$ cat src/rtl/pipe_stage_reg_pkg.sv
// Shared pipeline-boundary types: stage register state, per-boundary payload
// structs, their widths (used as DATA_W) and their NOP bubble encodings.
package pipe_stage_reg_pkg;

    // Stage register occupancy state; encodings equal the held beat count.
    typedef enum logic [1:0] {
        EMPTY = 2'd0,
        ONE   = 2'd1,
        FULL  = 2'd2
    } pstage_state_t;

    // Instruction class carried down the pipe; RTYPE is the all-zero encoding.
    typedef enum logic [1:0] {
        RTYPE = 2'd0,
        ITYPE = 2'd1,
        LOAD  = 2'd2,
        STORE = 2'd3
    } op_class_t;

    typedef struct packed {
        logic [31:0] pc;
        logic [31:0] instr;
    } if_id_t;

    typedef struct packed {
        op_class_t   op;
        logic [4:0]  rd;
        logic        reg_we;
        logic [31:0] rs1_val;
        logic [31:0] rs2_val;
        logic [31:0] imm;
    } id_ex_t;

    typedef struct packed {
        op_class_t   op;
        logic [4:0]  rd;
        logic        reg_we;
        logic [31:0] alu_res;
        logic [31:0] store_val;
    } ex_mem_t;

    typedef struct packed {
        logic [4:0]  rd;
        logic        reg_we;
        logic [31:0] wb_val;
    } mem_wb_t;

    localparam int unsigned IF_ID_W  = $bits(if_id_t);
    localparam int unsigned ID_EX_W  = $bits(id_ex_t);
    localparam int unsigned EX_MEM_W = $bits(ex_mem_t);
    localparam int unsigned MEM_WB_W = $bits(mem_wb_t);

    // Bubbles: RTYPE with no register write, so a bubble never retires a result.
    localparam if_id_t IF_ID_BUBBLE = '{pc: 32'd0, instr: 32'd0};
    localparam id_ex_t ID_EX_BUBBLE = '{op: RTYPE, rd: 5'd0, reg_we: 1'b0,
                                        rs1_val: 32'd0, rs2_val: 32'd0, imm: 32'd0};
    localparam ex_mem_t EX_MEM_BUBBLE = '{op: RTYPE, rd: 5'd0, reg_we: 1'b0,
                                          alu_res: 32'd0, store_val: 32'd0};
    localparam mem_wb_t MEM_WB_BUBBLE = '{rd: 5'd0, reg_we: 1'b0, wb_val: 32'd0};

    // Number of beats held in a given state.
    function automatic logic [1:0] pstage_occ(input pstage_state_t s);
        case (s)
            ONE:     return 2'd1;
            FULL:    return 2'd2;
            default: return 2'd0;
        endcase
    endfunction

endpackage

$ cat src/rtl/pipe_stage_reg_if.sv
// Valid/ready stream carrying one flattened pipeline payload.
//   valid : beat present (driven by master)
//   data  : payload (driven by master)
//   ready : consumer accepts the beat (driven by slave)
interface pipe_stage_reg_if
    import pipe_stage_reg_pkg::*;
#(
    parameter int unsigned DATA_W = IF_ID_W
);
    logic              valid;
    logic [DATA_W-1:0] data;
    logic              ready;

    modport master (output valid, output data, input  ready);
    modport slave  (input  valid, input  data, output ready);
endinterface

$ cat src/rtl/pipe_stage_reg.sv
// Pipeline-boundary register with valid/ready handshake, optional skid entry,
// flush-to-bubble, occupancy and a saturating stall counter.
//   CLK        : clock, rising edge
//   RST        : synchronous active-high reset
//   flush      : drop every held beat and the beat offered this cycle
//   up         : upstream stream (slave); up.ready is registered when SKID=1
//   dn         : downstream stream (master); dn.data is BUBBLE when not valid
//   occupancy  : beats currently held (0..2)
//   stall_cnt  : saturating count of cycles with dn.valid & ~dn.ready
//   stall_clr  : synchronous clear of stall_cnt, wins over increment
module pipe_stage_reg
    import pipe_stage_reg_pkg::*;
#(
    parameter int unsigned       DATA_W = IF_ID_W,
    parameter logic [DATA_W-1:0] BUBBLE = '0,
    parameter bit                SKID   = 1'b1,
    parameter int unsigned       CNT_W  = 16
) (
    input  logic             CLK,
    input  logic             RST,
    input  logic             flush,
    pipe_stage_reg_if.slave  up,
    pipe_stage_reg_if.master dn,
    output logic [1:0]       occupancy,
    output logic [CNT_W-1:0] stall_cnt,
    input  logic             stall_clr
);

    pstage_state_t     state_q;
    logic [DATA_W-1:0] main_q;
    logic [DATA_W-1:0] skid_q;
    logic              rdy_q;
    logic [CNT_W-1:0]  stall_q;

    logic held_c;
    logic accept_c;
    logic drain_c;
    logic stall_c;

    assign held_c   = (state_q != EMPTY);
    // SKID=1: ready comes from a flop; SKID=0: classic pass-through ready.
    assign up.ready = ~RST & (SKID ? rdy_q : (dn.ready | ~held_c));
    assign accept_c = up.valid & up.ready;
    assign drain_c  = held_c & dn.ready;
    assign stall_c  = held_c & ~dn.ready & ~flush;

    // Main register feeds the output directly; it holds BUBBLE whenever empty.
    assign dn.valid  = held_c;
    assign dn.data   = main_q;
    assign occupancy = pstage_occ(state_q);
    assign stall_cnt = stall_q;

    // Stall counter: clear beats increment, saturates at all-ones.
    always_ff @(posedge CLK) begin
        if (RST) begin
            stall_q <= '0;
        end else if (stall_clr) begin
            stall_q <= '0;
        end else if (stall_c && (stall_q != {CNT_W{1'b1}})) begin
            stall_q <= stall_q + CNT_W'(1);
        end
    end

    // Occupancy FSM and payload entries; flush overrides every transfer.
    always_ff @(posedge CLK) begin
        if (RST) begin
            state_q <= EMPTY;
            main_q  <= BUBBLE;
            skid_q  <= BUBBLE;
            rdy_q   <= 1'b1;
        end else if (flush) begin
            state_q <= EMPTY;
            main_q  <= BUBBLE;
            skid_q  <= BUBBLE;
            rdy_q   <= 1'b1;
        end else begin
            case (state_q)
                EMPTY: begin
                    if (accept_c) begin
                        state_q <= ONE;
                        main_q  <= up.data;
                    end
                end
                ONE: begin
                    if (accept_c && drain_c) begin
                        main_q <= up.data;
                    end else if (accept_c) begin
                        // Only reachable with SKID=1; SKID=0 never accepts
                        // into ONE without a simultaneous drain.
                        if (SKID) begin
                            state_q <= FULL;
                            skid_q  <= up.data;
                            rdy_q   <= 1'b0;
                        end
                    end else if (drain_c) begin
                        state_q <= EMPTY;
                        main_q  <= BUBBLE;
                    end
                end
                FULL: begin
                    if (drain_c) begin
                        state_q <= ONE;
                        main_q  <= skid_q;
                        skid_q  <= BUBBLE;
                        rdy_q   <= 1'b1;
                    end
                end
                default: begin
                    state_q <= EMPTY;
                    main_q  <= BUBBLE;
                    skid_q  <= BUBBLE;
                    rdy_q   <= 1'b1;
                end
            endcase
        end
    end

endmodule

$ cat src/flat_wrapper.sv
// flat-port wrapper written by rule: the top's interface ports become plain ports
module pipe_stage_reg_flat import pipe_stage_reg_pkg::*;
#(
    parameter int unsigned       DATA_W = IF_ID_W,
    parameter logic [DATA_W-1:0] BUBBLE = '0,
    parameter bit                SKID   = 1'b1,
    parameter int unsigned       CNT_W  = 16
)
  (CLK, RST, flush, occupancy, stall_cnt, stall_clr, up_valid, up_data, up_ready, dn_valid, dn_data, dn_ready);
  pipe_stage_reg_if #(.DATA_W(DATA_W)) up_i ();
  pipe_stage_reg_if #(.DATA_W(DATA_W)) dn_i ();
  input  logic CLK;
  input  logic RST;
  input  logic flush;
  output logic [1:0] occupancy;
  output logic [CNT_W-1:0] stall_cnt;
  input  logic stall_clr;
  input wire logic [$bits(up_i.valid)-1:0] up_valid;
  input wire logic [$bits(up_i.data)-1:0] up_data;
  output wire logic [$bits(up_i.ready)-1:0] up_ready;
  output wire logic [$bits(dn_i.valid)-1:0] dn_valid;
  output wire logic [$bits(dn_i.data)-1:0] dn_data;
  input wire logic [$bits(dn_i.ready)-1:0] dn_ready;
  assign up_i.valid = up_valid;
  assign up_i.data = up_data;
  assign up_ready = up_i.ready;
  assign dn_valid = dn_i.valid;
  assign dn_data = dn_i.data;
  assign dn_i.ready = dn_ready;
  pipe_stage_reg #(.DATA_W(DATA_W), .BUBBLE(BUBBLE), .SKID(SKID), .CNT_W(CNT_W)) u_core (.CLK(CLK), .RST(RST), .flush(flush), .up(up_i), .dn(dn_i), .occupancy(occupancy), .stall_cnt(stall_cnt), .stall_clr(stall_clr));
endmodule
$ cat config.mk
export PLATFORM = sky130hd
export DESIGN_NAME = pipe_stage_reg_flat
export DESIGN_NICKNAME = d
export VERILOG_FILES = /design/src/rtl/pipe_stage_reg_pkg.sv /design/src/rtl/pipe_stage_reg_if.sv /design/src/rtl/pipe_stage_reg.sv /design/src/flat_wrapper.sv
export SDC_FILE = /design/constraint.sdc
export NUM_CORES = 1
export LEC_CHECK = 0
export CAP_MARGIN = 0
export CORE_MARGIN = 5
export CORE_UTILIZATION = 45
export DETAILED_ROUTE_END_ITERATION = 6
export PLACE_DENSITY = 0.84
export SLEW_MARGIN = 20
export SYNTH_ARGS = -nofsm -noshare
export SYNTH_HDL_FRONTEND = slang
export SYNTH_SLANG_ARGS = --single-unit
$ cat constraint.sdc
create_clock -name CLK -period 2.54 [get_ports CLK]
set_clock_uncertainty 0.2 [all_clocks]
set_input_delay 0.381 -clock CLK [delete_from_list [all_inputs] [get_ports CLK]]
set_output_delay 0.381 -clock CLK [all_outputs]
set_load 0.05 [all_outputs]
==> results of run 1 <==
area by class of cell:
class / instances / share of cell area
multi-input cells: 422 / 0.3514
flip-flops and latches: 147 / 0.3428
repair buffers: 170 / 0.2049
clock buffers: 23 / 0.05801
well taps: 176 / 0.02565
clock inverters: 9 / 0.01458
inverters: 6 / 0.002624
state kept, by name, indices dropped and copies added (netlist names):
name,count
u_core.rdy_q,1
u_core.stall_cnt,16
u_core.skid_q,64
u_core.state_q,2
u_core.dn.data,64
what timing repair did:
| action | 4_1_cts | 5_1_grt |
|---|---|---|
| gates resized for setup | 0 | 2 |
| endpoints found under the setup margin | 0 | 2 |
| hold buffers | 0 | 0 |
path summary, 6_finish.rpt:
check / startpoint / end / cells past startpoint
min: u_core.dn.data[27]$_SDFFE_PP0P_ / u_core.dn.data[27]$_SDFFE_PP0P_ / 1
max: u_core.stall_cnt[4]$_SDFFE_PP0P_ / stall_cnt[4] / 1
min reg2reg: u_core.dn.data[27]$_SDFFE_PP0P_ / u_core.dn.data[27]$_SDFFE_PP0P_ / 1
max reg2reg: u_core.stall_cnt[0]$_SDFFE_PP0P_ / u_core.stall_cnt[14]$_SDFFE_PP0P_ / 5
kinds of logic after synthesis:
group | synth area share
AO/OA/AOI/OAI | 0.2058
buffers and inverters | 0.04088
adder cells (fa/ha/maj) | 0.002024
multiplexers | 0.1101
flip-flops | 0.4760
AND/OR/NAND/NOR | 0.1652
routing by layer:
layer | up-vias | global-route usage | part of all wire
met1 | 2600 | 0.2600 | 0.44
met3 | 27 | 0.05217 | 0.063
met4 | 0 | 0.08707 | 0.018
met5 | - | 0 | 0
li1 | 2583 | - | -
met2 | 188 | 0.3331 | 0.47
placed cells by master, fill, tap and decap left out, drive strengths merged, types with 9 or more instances in the layout:
| master | synthesis | routed |
|---|---|---|
| clkbuf | 40 | 23 |
| and2 | 65 | 65 |
| mux2i | 68 | 68 |
| clkdlybuf4s50 | 0 | 149 |
| buf | 13 | 19 |
| a21oi | 9 | 9 |
| nor2 | 68 | 68 |
| o2bb2ai | 64 | 64 |
| nand2 | 11 | 11 |
| a22oi | 64 | 64 |
| dfxtp | 147 | 147 |
power breakdown:
| part | total (mW) | internal [mW] | switching [mW] |
|---|---|---|---|
| sequential | 2.35 | 2.33 | 0.0159 |
| clock | 2.61 | 1.67 | 0.945 |
| combinational | 0.504 | 0.225 | 0.278 |
| total | 5.47 | 4.23 | 1.24 |
worst reg2reg max path, cell delays in order, from the launching register on:
cell and delay, ns:
dfxtp_1 0.41, ha_1 0.25, and3_1 0.17, nand3_1 0.25
or4_1 0.58, a21oi_1 0.15
==> impl_metrics.ini, run 1 <==
[status]
status = finished, final reports clean

[final_layout]
antenna_cells = 0
multi_input_area_um2 = 3017
finalNonFillerCells = 953
fillers = 1036
final_util = 0.6431
area_growth_syn_to_layout_pct = 38.86
regArea_um2 = 2943
nets = 835
drive_above_1_share = 0.07722
fin_area_um2 = 8584

[yosys]
yosys-top-cells-count = dfxtp_1 (147), mux2i_1 (68), nor2_1 (67)
ys_seq_area_frac = 0.4760
synth_seq_cells = 147
yosys-top-cells-area = dfxtp_1 (48%), mux2i_1 (11%), o2bb2ai_1 (9.1%)
avgSynthCellArea_um2 = 9.829
synth_top_area_frac = 0.4760
synthesis.area_um2 = 6182
post-synth-top-count-cell = dfxtp_1
synth_area_leader_cell = dfxtp_1
synth_warnings = 0
ys.flop_type = dfxtp_1
syn_nets = 700
syn_inst = 629
async_flop_share = 0
ys_types = 44
synth-edff-count = 0

[clock_tree]
cts_made_buffers = 17
cts_max_path_buffers = 2
tritoncts = built
cts_setup_buffers = 0
ctsRootBufferMaster = clkbuf_16
clkTransAtPathRegs_ns = 0.06
insertion_delay_ns = 0.42
numClockSinks = 147
cts.htree.levels = 4

[sta]
fin_crit_ns = 2.315
setup_slack_ns = 0.2251
maxSlewHeadroom = 0.5286
finalSetupTns_ns = 0
finalCritPeriodShare = 0.9114
slew_viol_final = 0
hold_ws_ns = 0.2606
hold_viol_final = 0
setup_viol = 0
tightest_slew_ns = 0.7007
grt_setup_unrepaired = false
max_freq_mhz = 432.0

[detailed_routing]
vias = 5398
final_antenna_net_count = 0
first_pass_iters = 4
vias_per_cell = 5.664
drtIter0Drc = 332
drc = 0
wl_um = 16430
post_drt_wl_per_cell_um = 17.24

[worst_setup_path]
critPathArrivalTime_ns = 1.73
crit_type = reg -> out
crit_path_max_incr_delay_ns = 0.86
crit_chain = clkdlybuf4s50_1
r2r_setup_slack_ns = 0.46
crit_path_end_kind = output port
crit_required_ns = 1.96
crit_family = buffers and inverters
slowest_stage = clkdlybuf4s50_1
path_buf_inv = 1
cp_max_fo = 8
start_kind = register

[placement]
dpl_worst_slack_ns = 0.03297
dpl.hpwl_um = 10610
io_buffers = 153
dp.cells = 921
gp_congestion = 0.9026
dpl_cell_area_um2 = 7956

[die]
dieWidth_um = 127.2
core.rowCount = 42
dieArea_um2 = 16180
io_pins = 154
start_util = 0.4632
dieHeight_um = 127.2
core_area_um2 = 13350

[global_route]
grt_pass1_vias = 5623
overflow = 0
grt_pass1_wl_um = 27400
grt_max_degree = 132
antenna_found_initial = 0
track_usage = 0.2053

[flow_run]
cap_violations = 0

[pwr]
ir_drop_mv = 0.4118
powerDensity_nw_per_um2 = 636.7
power.total_mw = 5.466
p_leak_nw = 2.851

[worst_hold_path]
hold_path.class = reg -> reg
No activity file was read; power rests on OpenSTA's default activity.
==> inputs of run 2 (changes only) <==
CORE_ASPECT_RATIO = 0.8   (was unset)
SLEW_MARGIN = unset   (was 20)
==> run 2 against run 1 <==
Compared with the run above: sequential share of layout area is 0.12 points higher; sequential power hardly changed; die area hardly changed; clock power hardly changed; critical endpoint is now stall_cnt[9]; highest routed layer unchanged.
==> impl_metrics.ini, run 2 (synthesized netlist as in run 1, its figures left out) <==
[global_route]
grt_pass1_vias = 5509
grt_max_degree = 132
overflow = 0
track_usage = 0.2037
antenna_found_initial = 0
grt_pass1_wl_um = 27190

[pwr]
p_clk_frac = 0.477
comb_power_share = 0.093
switchingPower_mw = 1.257
p_int_mw = 4.201
p_seq_frac = 0.430
ir_drop_mv = 0.4176
powerDensity_nw_per_um2 = 637.9
power_switching_share = 0.2303
p_leak_nw = 2.793

[sta]
setup_viol = 0
maxSlewHeadroom = 0.5459
tightest_slew_ns = 0.6749
finalSetupTns_ns = 0
fin_crit_ns = 2.290
max_freq_mhz = 436.8
grt_setup_unrepaired = false
hold_viol_final = 0
slew_viol_final = 0
finalCritPeriodShare = 0.9014
setup_slack_ns = 0.2504

[clock_tree]
postCtsHoldBufs = 0
insertion_delay_ns = 0.40
cts.htree.levels = 4
numClockSinks = 147
cts_setup_buffers = 0
cts_made_buffers = 17
tritoncts = built
cts_resized = 0
cts_max_path_buffers = 2
ctsRootBufferMaster = clkbuf_16
clkTransAtPathRegs_ns = 0.06

[flow_run]
cap_violations = 0

[die]
io_pins = 154
core.rowCount = 38
dieArea_um2 = 16200
core_area_um2 = 13500
start_util = 0.4578
dieWidth_um = 141.0
dieHeight_um = 114.8

[detailed_routing]
final_antenna_net_count = 0
post_drt_wl_per_cell_um = 17.50
wl_um = 16680
drc = 0
vias_per_cell = 5.702
vias = 5434
first_pass_iters = 7
drtIter0Drc = 527

[final_layout]
antenna_cells = 0
fin_area_um2 = 8556
final_util = 0.6336
area_growth_syn_to_layout_pct = 38.39
layout_common_cells = clkdlybuf4s50_1 (149), dfxtp_1 (147), mux2i_1 (68)
drive_above_1_share = 0.07374
nets = 831
final_common_cell = clkdlybuf4s50_1

[worst_setup_path]
critPathArrivalTime_ns = 1.71
r2r_setup_slack_ns = 0.33
cp_max_fo = 8
crit_family = buffers and inverters
crit_required_ns = 1.96
path_buf_inv = 1
crit_path_end_kind = output port
crit_chain = clkdlybuf4s50_1
slowest_stage = clkdlybuf4s50_1
start_kind = register
crit_path_max_incr_delay_ns = 0.86
crit_type = reg -> out

[placement]
dpl.hpwl_um = 10750
dpl_worst_slack_ns = 0.03657
io_buffers = 153
dpl_cell_area_um2 = 7939
gp_congestion = 0.9026

[status]
status = finished, final reports clean

[worst_hold_path]
hold_path.class = reg -> reg
-- run 2: power by group through the flow --
stage / registers, mW / logic (mW) / clock network (mW)
3_5_place_dp: 2.40 / 0.503 / 0
5_1_grt: 2.35 / 0.536 / 2.74
2_1_floorplan: 2.47 / 0.181 / 0
4_1_cts: 2.35 / 0.506 / 2.64
3_3_place_gp: 2.40 / 0.496 / 0
6_report: 2.35 / 0.506 / 2.60
-- run 2: final timing paths --
check	cells past startpoint	startpoint	to
hold / removal	1	u_core.dn.data[6]$_SDFFE_PP0P_	u_core.dn.data[6]$_SDFFE_PP0P_
setup reg to reg	5	u_core.state_q[1]$_SDFFE_PP0P_	u_core.stall_cnt[14]$_SDFFE_PP0P_
setup / recovery	1	u_core.stall_cnt[9]$_SDFFE_PP0P_	stall_cnt[9]
hold reg to reg	1	u_core.dn.data[6]$_SDFFE_PP0P_	u_core.dn.data[6]$_SDFFE_PP0P_
-- run 2: per-layer routing --
metal	wire (µm)	up-vias	GRT usage	part of all wire
met2	7628	206	0.3307	0.46
li1	-	2580	-	-
met4	235	0	0.06133	0.014
met3	1207	23	0.05239	0.072
met5	0	-	0	0
met1	7603	2625	0.2697	0.46
-- run 2: cell type report --
| class | instances | area (µm²) |
|---|---|---|
| Inverter | 6 | 22.52 |
| Tap cell | 180 | 225.2 |
| Fill cell | 1045 | 4947 |
| Clock buffer | 19 | 432.9 |
| Multi-Input combinational cell | 422 | 3017 |
| Clock inverter | 13 | 183.9 |
| Sequential cell | 147 | 2943 |
| Timing Repair Buffer | 166 | 1732 |
-- run 2: per-stage QoR --
step	hold slack [ns]	total power, mW	cells
global placement	0.2438	2.894	921
detailed placement	0.2459	2.902	921
finish	0.2631	5.458	953
CTS	0.2680	5.491	953
floorplan	0.2608	2.656	629
global route	0.2833	5.626	953
